===== config.mk =====
export PLATFORM = sky130hd
export DESIGN_NAME = regfile_read_port_flat
export DESIGN_NICKNAME = d
export VERILOG_FILES = /design/src/rtl/regfile_pkg.sv /design/src/rtl/regfile_read_port_if.sv /design/src/rtl/rsp_fifo2.sv /design/src/rtl/regfile_read_port.sv /design/src/flat_wrapper.sv
export SDC_FILE = /design/constraint.sdc
export NUM_CORES = 1
export LEC_CHECK = 0
export BUFFER_PORTS_ARGS = -buffer_cell sky130_fd_sc_hd__buf_2
export CAP_MARGIN = 20
export CORE_UTILIZATION = 35
export DETAILED_ROUTE_END_ITERATION = 16
export GPL_TIMING_DRIVEN = 0
export HOLD_SLACK_MARGIN = 0.06
export PLACE_DENSITY = 0.68
export SLEW_MARGIN = 20
export SYNTH_ARGS = -nofsm -noshare
export SYNTH_HDL_FRONTEND = slang
export SYNTH_HIERARCHICAL = 1
export SYNTH_SLANG_ARGS = --single-unit

===== constraint.sdc =====
create_clock -name clk -period 2.7 [get_ports clk]
set_input_delay 0.405 -clock clk [delete_from_list [all_inputs] [get_ports clk]]
set_output_delay 0.405 -clock clk [all_outputs]
set_load 0.02 [all_outputs]

===== src/rtl/regfile_pkg.sv =====
// rtl/regfile_pkg.sv - shared widths, types and helpers for the register file read port
package regfile_pkg;

  localparam int NUM_REGS = 16;
  localparam int DATA_W   = 16;
  localparam int ADDR_W   = 4;

  typedef logic [ADDR_W-1:0] reg_addr_t;
  typedef logic [DATA_W-1:0] reg_data_t;

  typedef struct packed {
    reg_data_t data;
    reg_addr_t addr;
  } rd_rsp_t;

  function automatic logic addr_in_range(input reg_addr_t a);
    return ({{(32-ADDR_W){1'b0}}, a} < NUM_REGS);
  endfunction

endpackage


===== src/rtl/regfile_read_port_if.sv =====
// rtl/regfile_read_port_if.sv - request, bitline and response signals of one read port
interface regfile_read_port_if;

  logic                                 req_valid;
  logic                                 req_ready;
  regfile_pkg::reg_addr_t               req_addr;
  logic [regfile_pkg::NUM_REGS-1:0]     read_en;
  regfile_pkg::reg_data_t               bitline;
  logic                                 rsp_valid;
  logic                                 rsp_ready;
  regfile_pkg::reg_data_t               rsp_data;
  regfile_pkg::reg_addr_t               rsp_addr;

  modport master (
    output req_valid, req_addr, bitline, rsp_ready,
    input  req_ready, read_en, rsp_valid, rsp_data, rsp_addr
  );

  modport slave (
    input  req_valid, req_addr, bitline, rsp_ready,
    output req_ready, read_en, rsp_valid, rsp_data, rsp_addr
  );

endinterface


===== src/rtl/rsp_fifo2.sv =====
// rtl/rsp_fifo2.sv - two-entry response FIFO holding sampled read data and its address
module rsp_fifo2
  import regfile_pkg::*;
(
  input  logic       clk,
  input  logic       rst,
  input  logic       push,
  input  rd_rsp_t    push_entry,
  input  logic       pop,
  output rd_rsp_t    head,
  output logic [1:0] count
);

  rd_rsp_t mem [2];
  logic    wr_ptr;
  logic    rd_ptr;
  logic    do_push;
  logic    do_pop;

  assign do_push = push && (count != 2'd2);
  assign do_pop  = pop && (count != 2'd0);
  assign head    = mem[rd_ptr];

  always_ff @(posedge clk or posedge rst) begin
    if (rst) begin
      mem[0] <= '0;
      mem[1] <= '0;
      wr_ptr <= 1'b0;
      rd_ptr <= 1'b0;
      count  <= 2'd0;
    end else begin
      if (do_push) begin
        mem[wr_ptr] <= push_entry;
        wr_ptr      <= ~wr_ptr;
      end
      if (do_pop) begin
        rd_ptr <= ~rd_ptr;
      end
      case ({do_push, do_pop})
        2'b10:   count <= count + 2'd1;
        2'b01:   count <= count - 2'd1;
        default: count <= count;
      endcase
    end
  end

endmodule


===== src/rtl/regfile_read_port.sv =====
// rtl/regfile_read_port.sv - read port: address stage, one-hot read enable, buffered response
// Optional macro REG0_ZERO_EN: register 0 reads as hardwired zero.
module regfile_read_port
  import regfile_pkg::*;
(
  input  logic                clk,
  input  logic                rst,
  regfile_read_port_if.slave  bus
);

  logic       a_valid;
  reg_addr_t  a_addr;
  logic       reg_live;
  logic       rd_hit;
  logic       advance;
  logic       pop;
  logic [1:0] buf_count;
  rd_rsp_t    push_entry;
  rd_rsp_t    head;

`ifdef REG0_ZERO_EN
  assign reg_live = (a_addr != '0);
`else
  assign reg_live = 1'b1;
`endif

  // rd_hit gates both the enable and the captured data, so a dead read never samples the bus
  assign rd_hit  = a_valid && addr_in_range(a_addr) && reg_live;
  assign advance = a_valid && (buf_count != 2'd2);
  assign pop     = bus.rsp_valid && bus.rsp_ready;

  assign bus.req_ready = !a_valid || advance;
  assign bus.read_en   = rd_hit ? ({{(NUM_REGS-1){1'b0}}, 1'b1} << a_addr) : '0;
  assign bus.rsp_valid = (buf_count != 2'd0);
  assign bus.rsp_data  = head.data;
  assign bus.rsp_addr  = head.addr;

  always_comb begin
    push_entry      = '0;
    push_entry.addr = a_addr;
    push_entry.data = rd_hit ? bus.bitline : '0;
  end

  always_ff @(posedge clk or posedge rst) begin
    if (rst) begin
      a_valid <= 1'b0;
      a_addr  <= '0;
    end else if (bus.req_valid && bus.req_ready) begin
      a_valid <= 1'b1;
      a_addr  <= bus.req_addr;
    end else if (advance) begin
      a_valid <= 1'b0;
    end
  end

  rsp_fifo2 u_rsp_fifo (
    .clk        (clk),
    .rst        (rst),
    .push       (advance),
    .push_entry (push_entry),
    .pop        (pop),
    .head       (head),
    .count      (buf_count)
  );

endmodule


===== src/flat_wrapper.sv =====
// flat-port wrapper written by rule: the top's interface ports become plain ports
module regfile_read_port_flat import regfile_pkg::*;
  (clk, rst, bus_req_valid, bus_req_addr, bus_bitline, bus_rsp_ready, bus_req_ready, bus_read_en, bus_rsp_valid, bus_rsp_data, bus_rsp_addr);
  regfile_read_port_if bus_i ();
  input  logic clk;
  input  logic rst;
  input wire logic [$bits(bus_i.req_valid)-1:0] bus_req_valid;
  input wire logic [$bits(bus_i.req_addr)-1:0] bus_req_addr;
  input wire logic [$bits(bus_i.bitline)-1:0] bus_bitline;
  input wire logic [$bits(bus_i.rsp_ready)-1:0] bus_rsp_ready;
  output wire logic [$bits(bus_i.req_ready)-1:0] bus_req_ready;
  output wire logic [$bits(bus_i.read_en)-1:0] bus_read_en;
  output wire logic [$bits(bus_i.rsp_valid)-1:0] bus_rsp_valid;
  output wire logic [$bits(bus_i.rsp_data)-1:0] bus_rsp_data;
  output wire logic [$bits(bus_i.rsp_addr)-1:0] bus_rsp_addr;
  assign bus_i.req_valid = bus_req_valid;
  assign bus_i.req_addr = bus_req_addr;
  assign bus_i.bitline = bus_bitline;
  assign bus_i.rsp_ready = bus_rsp_ready;
  assign bus_req_ready = bus_i.req_ready;
  assign bus_read_en = bus_i.read_en;
  assign bus_rsp_valid = bus_i.rsp_valid;
  assign bus_rsp_data = bus_i.rsp_data;
  assign bus_rsp_addr = bus_i.rsp_addr;
  regfile_read_port u_core (.clk(clk), .rst(rst), .bus(bus_i));
endmodule

==> run metrics, run 1 <==
outcome=finished, final reports clean; largest net degree at the start of global routing=28; antenna violations before repair=0; first-pass GRT wire length=8280 um; Clock Skew=0.005377 ns; Pint=2.284 mW; mapped cell area=2566 um2; share of layout cells above drive strength 1=54.68%; Fmax=431.1 MHz; Synth Area in Compound Gates=1.755%; FF+latch count, synth=49; Clk Latency, worst-skew pair=0.30 ns; Startpoint Class=flip-flop; Yosys top cell area share=47.78%; TritonCTS Buffers=5; peak supply drop=0.4929 mV; DRC Markers=0; DIE WIDTH=87.63 um; Setup crit end kind=flip-flop; type of the worst setup path=flip-flop to flip-flop; pre-CTS setup slack=0.4021 ns; # Post-CTS Setup Buffers=0; Adder-Cell Fraction of Synth Area=0.4876%; Final Cell Area=3112 um2; DRT iter0 DRCs=38; Routed Antenna Nets=0; Initial Util=36.95%; sequential area share after synthesis=47.78%; post-layout min period=2.320 ns; Core Region=6944 um2; Setup WS post-layout=0.3802 ns; setup_tns=0 ns; hold-fix buffer count after cts=1; most frequent cell after synthesis=dfrtp_1; switching portion of total power=38.31%; pwr dens=1190 nW/um2; H-tree Lvls=2; die height=87.63 um; Yosys top cell by area=dfrtp_1; Final nets=291; PortBufs=61; synth unique cells=33; Top Ports=62; Tcrit/Tclk final=85.92%; Synth Area in XOR/XNOR=1.706%; final count of hold timing violations=0; Post-Synth Simple-Gate Area=14.68%; drt pass-1 iters=4; Worst slew margin=65.25%; synthesized net count=221; Post-synth top cells=49 x dfrtp_1, 39 x mux2_2, 20 x mux2_4; unrepaired setup endpoints after global routing=no; row count=30; Via density=4.645; syn avg cell area=13.09 um2; max-slew violation count=0; EDFF count, synth=0; Mapped Cells=196; Main synth FF type=dfrtp_1; Via Count=1686; Area contributors post-synth=dfrtp_1 48%, mux2_2 17%, mux2_4 12%, and2_1 4.1%, nor2_1 1.8%; CTS tree=yes; Psw=1.419 mW; DPL Wire Length=3572 um; Seq pwr share=34.4%; Synth-to-Final Area Change=21.26%; die area=7678 um2; Worst Hold Class=input port to flip-flop; GP Congestion=0.7122; Wirelength per Cell=13.94 um; Comb power frac=53.8%; worst-margin pin slew=0.5166 ns; clk slew on worst S/H paths=0.09 ns; final wirelength=5060 um; mux contribution to synthesized area=29.25%; Crit path required time=2.92 ns; placed cell area=3012 um2; clock sink total=49; GRT Util Overall=14.19%; Synth Warn #=6; antenna diode count=0; FILL cells=655; Max Cap Viol=0; Resized cells post-CTS=0; arrival time worst endpoint=2.54 ns; critical path peak fanout=10; CTS root buf=clkbuf_8; vias in the first global route=1615; clock power share=11.9%; endpoints failing setup=0; async set-reset flop share out of synthesis=100.0%; largest family of logic cells by synthesized area=multiplexers; gr ovfl total=0; CTS Buffer Depth=2; Static Leakage=1.523 nW
-- critical path, cell delays in order, from the launching register on --
cell	delay [ns]
dfrtp_1	0.48
clkbuf_1	0.43
a21boi_0	0.51
nand2_1	0.19
ha_1	0.35
nor2_1	0.14
xor2_1	0.16
-- registers in the layout, summed over array words and instances, names as in the netlist --
| register | cells |
|---|---|
| u_core/a_addr | 4 |
| u_core/a_valid | 1 |
| u_core/u_rsp_fifo/count | 2 |
| u_core/u_rsp_fifo/mem | 40 |
| u_core/u_rsp_fifo/rd_ptr | 1 |
| u_core/u_rsp_fifo/wr_ptr | 1 |
-- final cells by class --
class	instances	area, um2	share of cell area (%)
buffer	11	96.34	3.096
clock buffer	5	68.82	2.212
clock inverter	3	21.27	0.6836
inverter	4	15.01	0.4825
multi-input combinational	132	1229	39.49
sequential	49	1226	39.41
tap	96	120.1	3.860
timing repair buffer	63	335.3	10.78
-- cell families (layout without fill, tap and decap cells) --
family                   count (synthesis)  in the layout
flip-flops                              49             49
AND/OR/NAND/NOR                         60             60
adder cells (fa/ha/maj)                  1              1
buffers and inverters                   15             86
XOR/XNOR                                 5              5
AO/OA/AOI/OAI                            6              6
multiplexers                            60             60
-- layer usage --
| layer | GRT usage, % | share of wire [%] | wire length (um) | vias up |
|---|---|---|---|---|
| met2 | 22.16 | 48 | 2424 | 35 |
| li1 | - | - | - | 818 |
| met3 | 3.110 | 3.2 | 161 | 4 |
| met1 | 19.88 | 48 | 2439 | 829 |
| met4 | 4.024 | 0.67 | 34 | 0 |
| met5 | 0 | 0 | 0 | - |
-- per-stage QoR --
stage               util (%)  hold slack (ns)  power [mW]  std cells
floorplan                  -           0.1835       2.813        196
global placement       43.08           0.3299       3.250        353
detailed placement     43.37           0.3396       3.296        354
CTS                    44.81           0.3564       3.748        363
global route           44.81           0.3504       3.960        363
finish                 44.81           0.3640       3.703        363
-- power by group through the flow --
stage / Combinational [mW] / Clock, mW / Sequential [mW]
3_3_place_gp: 1.98 / 0 / 1.27
6_report: 1.99 / 0.439 / 1.27
5_1_grt: 2.15 / 0.492 / 1.32
3_5_place_dp: 2.01 / 0 / 1.28
2_1_floorplan: 1.60 / 0 / 1.22
4_1_cts: 2.02 / 0.454 / 1.27
-- final timing paths --
| kind | start | to | slack [ns] | cells past startpoint |
|---|---|---|---|---|
| setup / recovery | u_core/a_valid | u_core/u_rsp_fifo/count[1] | 0.38 | 6 |
| min in group asynchronous | rst | u_core/a_addr[2] | 0.56 | 3 |
| hold reg to reg | u_core/u_rsp_fifo/mem[31] | u_core/u_rsp_fifo/mem[31] | 0.50 | 1 |
| setup reg to reg | u_core/a_valid | u_core/u_rsp_fifo/count[1] | 0.38 | 6 |
| max in group asynchronous | rst | u_core/u_rsp_fifo/mem[15] | 1.59 | 4 |
| hold / removal | bus_req_addr[2] | u_core/a_addr[2] | 0.36 | 3 |
-- cells in the final DEF, fill, tap and decap left out, types with 2 or more instances in the layout --
cell and count:
inv_1 3, nand3b_1 2, and2_1 17, nor3_1 3, nand4b_1 4, xnor2_1 3
buf_2 65, mux2_4 20, xor2_1 2, nand2b_1 6, o211ai_1 4, buf_12 3
dfrtp_1 49, clkbuf_8 6, clkbuf_1 3, mux2_2 39, nand2_1 6, nor2_1 12
Power figures use the tool's default switching activity.
==> inputs of run 2 (changes only) <==
Settings changed: CORE_MARGIN from default to 10, GPL_TIMING_DRIVEN 0 to default.
==> run 2 against run 1 <==
  * Via count fell by 2.8%
  * Register-to-register slack improved by 0.28 ns
  * Clock power down 3%
  * Fmax is 4.4% higher
  * Critical path depth fell by 3
  * Combinational power fell by 8%
  * Critical endpoint is now bus_rsp_addr[3]
  * Largest cell class unchanged
==> run metrics, run 2 (synthesis results as in run 1) <==
outcome=finished, final reports clean; Via Count=1639; type of the worst setup path=flip-flop to output port; die area=11160 um2; antenna diode count=0; leading cell type in the layout, fill and taps excluded=buf_2; final wirelength=5232 um; Setup crit end kind=output port; vias in the first global route=1816; clk slew on worst S/H paths=0.08 ns; pre-CTS setup slack=0.6782 ns; Top Ports=62; Wirelength per Cell=14.70 um; DRC Markers=0; Setup WS post-layout=0.4778 ns; gr ovfl total=0; share of layout cells above drive strength 1=53.70%; max FFs per register=40; clock sink total=49; max-slew violation count=0; GP Congestion=0.7415; Static Leakage=1.473 nW; CTS tree=yes; GRT Util Overall=9.468%; Finished Layout Cells=356; Clk Latency, worst-skew pair=0.30 ns; DRT iter0 DRCs=41; Clock Skew=0.008796 ns; unrepaired setup endpoints after global routing=no; TritonCTS Buffers=5; arrival time worst endpoint=1.82 ns; Initial Util=35.76%; slowest CP cell=dfrtp_1; slowest stage delay, CP=0.67 ns; Final nets=281; FILL cells=677; row count=31; final count of hold timing violations=0; sum of buffers and inverters on the critical path=2; H-tree Lvls=2; peak supply drop=0.5798 mV; Routed Antenna Nets=0; Max Cap Viol=0; largest net degree at the start of global routing=45; CTS root buf=clkbuf_8; PortBufs=61; crit-path cells=buf_4 -> mux2_2 -> buf_2; Tcrit/Tclk final=82.31%; endpoints failing setup=0; first-pass GRT wire length=8811 um; critical path peak fanout=11; Worst slew margin=39.67%; worst-margin pin slew=0.9037 ns; Startpoint Class=flip-flop; family with the most delay on the worst path=flip-flops; DIE WIDTH=105.6 um; drt pass-1 iters=4; most frequent cells in the layout=61 x buf_2, 49 x dfrtp_1, 39 x mux2_2; Fmax=450.0 MHz; Worst Hold Class=input port to flip-flop; die height=105.6 um; antenna violations before repair=0; Core Region=7176 um2; DPL Wire Length=3738 um; Crit path required time=2.30 ns; Synth-to-Final Area Change=17.31%; CTS Buffer Depth=2; Via density=4.604; worst hold margin=0.3642 ns; placed insts=347; post-layout min period=2.222 ns; Reg with most FFs=u_core/u_rsp_fifo/mem; setup_tns=0 ns; pwr dens=1190 nW/um2; Largest regs=u_core/u_rsp_fifo/mem: 40 flops, u_core/a_addr: 4 flops, u_core/u_rsp_fifo/count: 2 flops
-- run 2: changes by cell type in the layout (fill, tap and decap cells not counted), sizes merged --
cell and change:
clkinvlp -1, buf -6, clkbuf -3
-- run 2: metrics by stage --
| step | utilization [%] | power, mW | area, um2 |
|---|---|---|---|
| global placement | 40.61 | 3.160 | 2914 |
| global route | 41.95 | 3.844 | 3010 |
| floorplan | - | 2.813 | 2566 |
| CTS | 41.95 | 3.648 | 3010 |
| finish | 41.95 | 3.583 | 3010 |
| detailed placement | 40.61 | 3.205 | 2914 |
-- run 2: tightest hold or removal path, stage by stage --
cell	delay, ns
buf_2	0.10
nand2_1	0.04
o211ai_1	0.07
-- run 2: final timing paths --
| path | start | to | slack (ns) | depth (start not counted) |
|---|---|---|---|---|
| max reg2reg | u_core/u_rsp_fifo/count[0] | u_core/u_rsp_fifo/mem[0] | 0.66 | 4 |
| max | u_core/u_rsp_fifo/rd_ptr | bus_rsp_addr[3] | 0.48 | 3 |
| min reg2reg | u_core/u_rsp_fifo/mem[31] | u_core/u_rsp_fifo/mem[31] | 0.50 | 1 |
| min | bus_req_addr[3] | u_core/a_addr[3] | 0.36 | 3 |
| max in group asynchronous | rst | u_core/u_rsp_fifo/mem[34] | 1.28 | 3 |
| min in group asynchronous | rst | u_core/a_addr[3] | 0.55 | 3 |
-- run 2: area by class of cell --
cell class | instances | area [um2] | area share [%]
clock buffer | 6 | 72.57 | 2.411
clock inverter | 2 | 13.76 | 0.4572
timing repair buffer | 64 | 330.3 | 10.97
sequential | 49 | 1226 | 40.73
inverter | 4 | 15.01 | 0.4988
multi-input combinational | 132 | 1229 | 40.81
tap | 99 | 123.9 | 4.115
-- run 2: layer usage --
| layer | global-route usage [%] | part of all wire (%) | vias up |
|---|---|---|---|
| met5 | 0 | 0 | - |
| met4 | 2.901 | 0.96 | 0 |
| met3 | 2.984 | 4.6 | 5 |
| met2 | 15.42 | 48 | 33 |
| met1 | 11.73 | 46 | 802 |
| li1 | - | - | 799 |
-- run 2: where the power goes --
| group | internal, mW | total [mW] | switching, mW |
|---|---|---|---|
| logic | 0.960 | 1.83 | 0.871 |
| clock network | 0.185 | 0.425 | 0.240 |
| registers | 1.05 | 1.33 | 0.274 |
-- run 2: what timing repair did --
| action | CTS | global route |
|---|---|---|
| endpoints found under the hold margin | 5 | 0 |
| hold buffers | 1 | 0 |
| setup buffers | 0 | 0 |
| gates resized for setup | 0 | 0 |
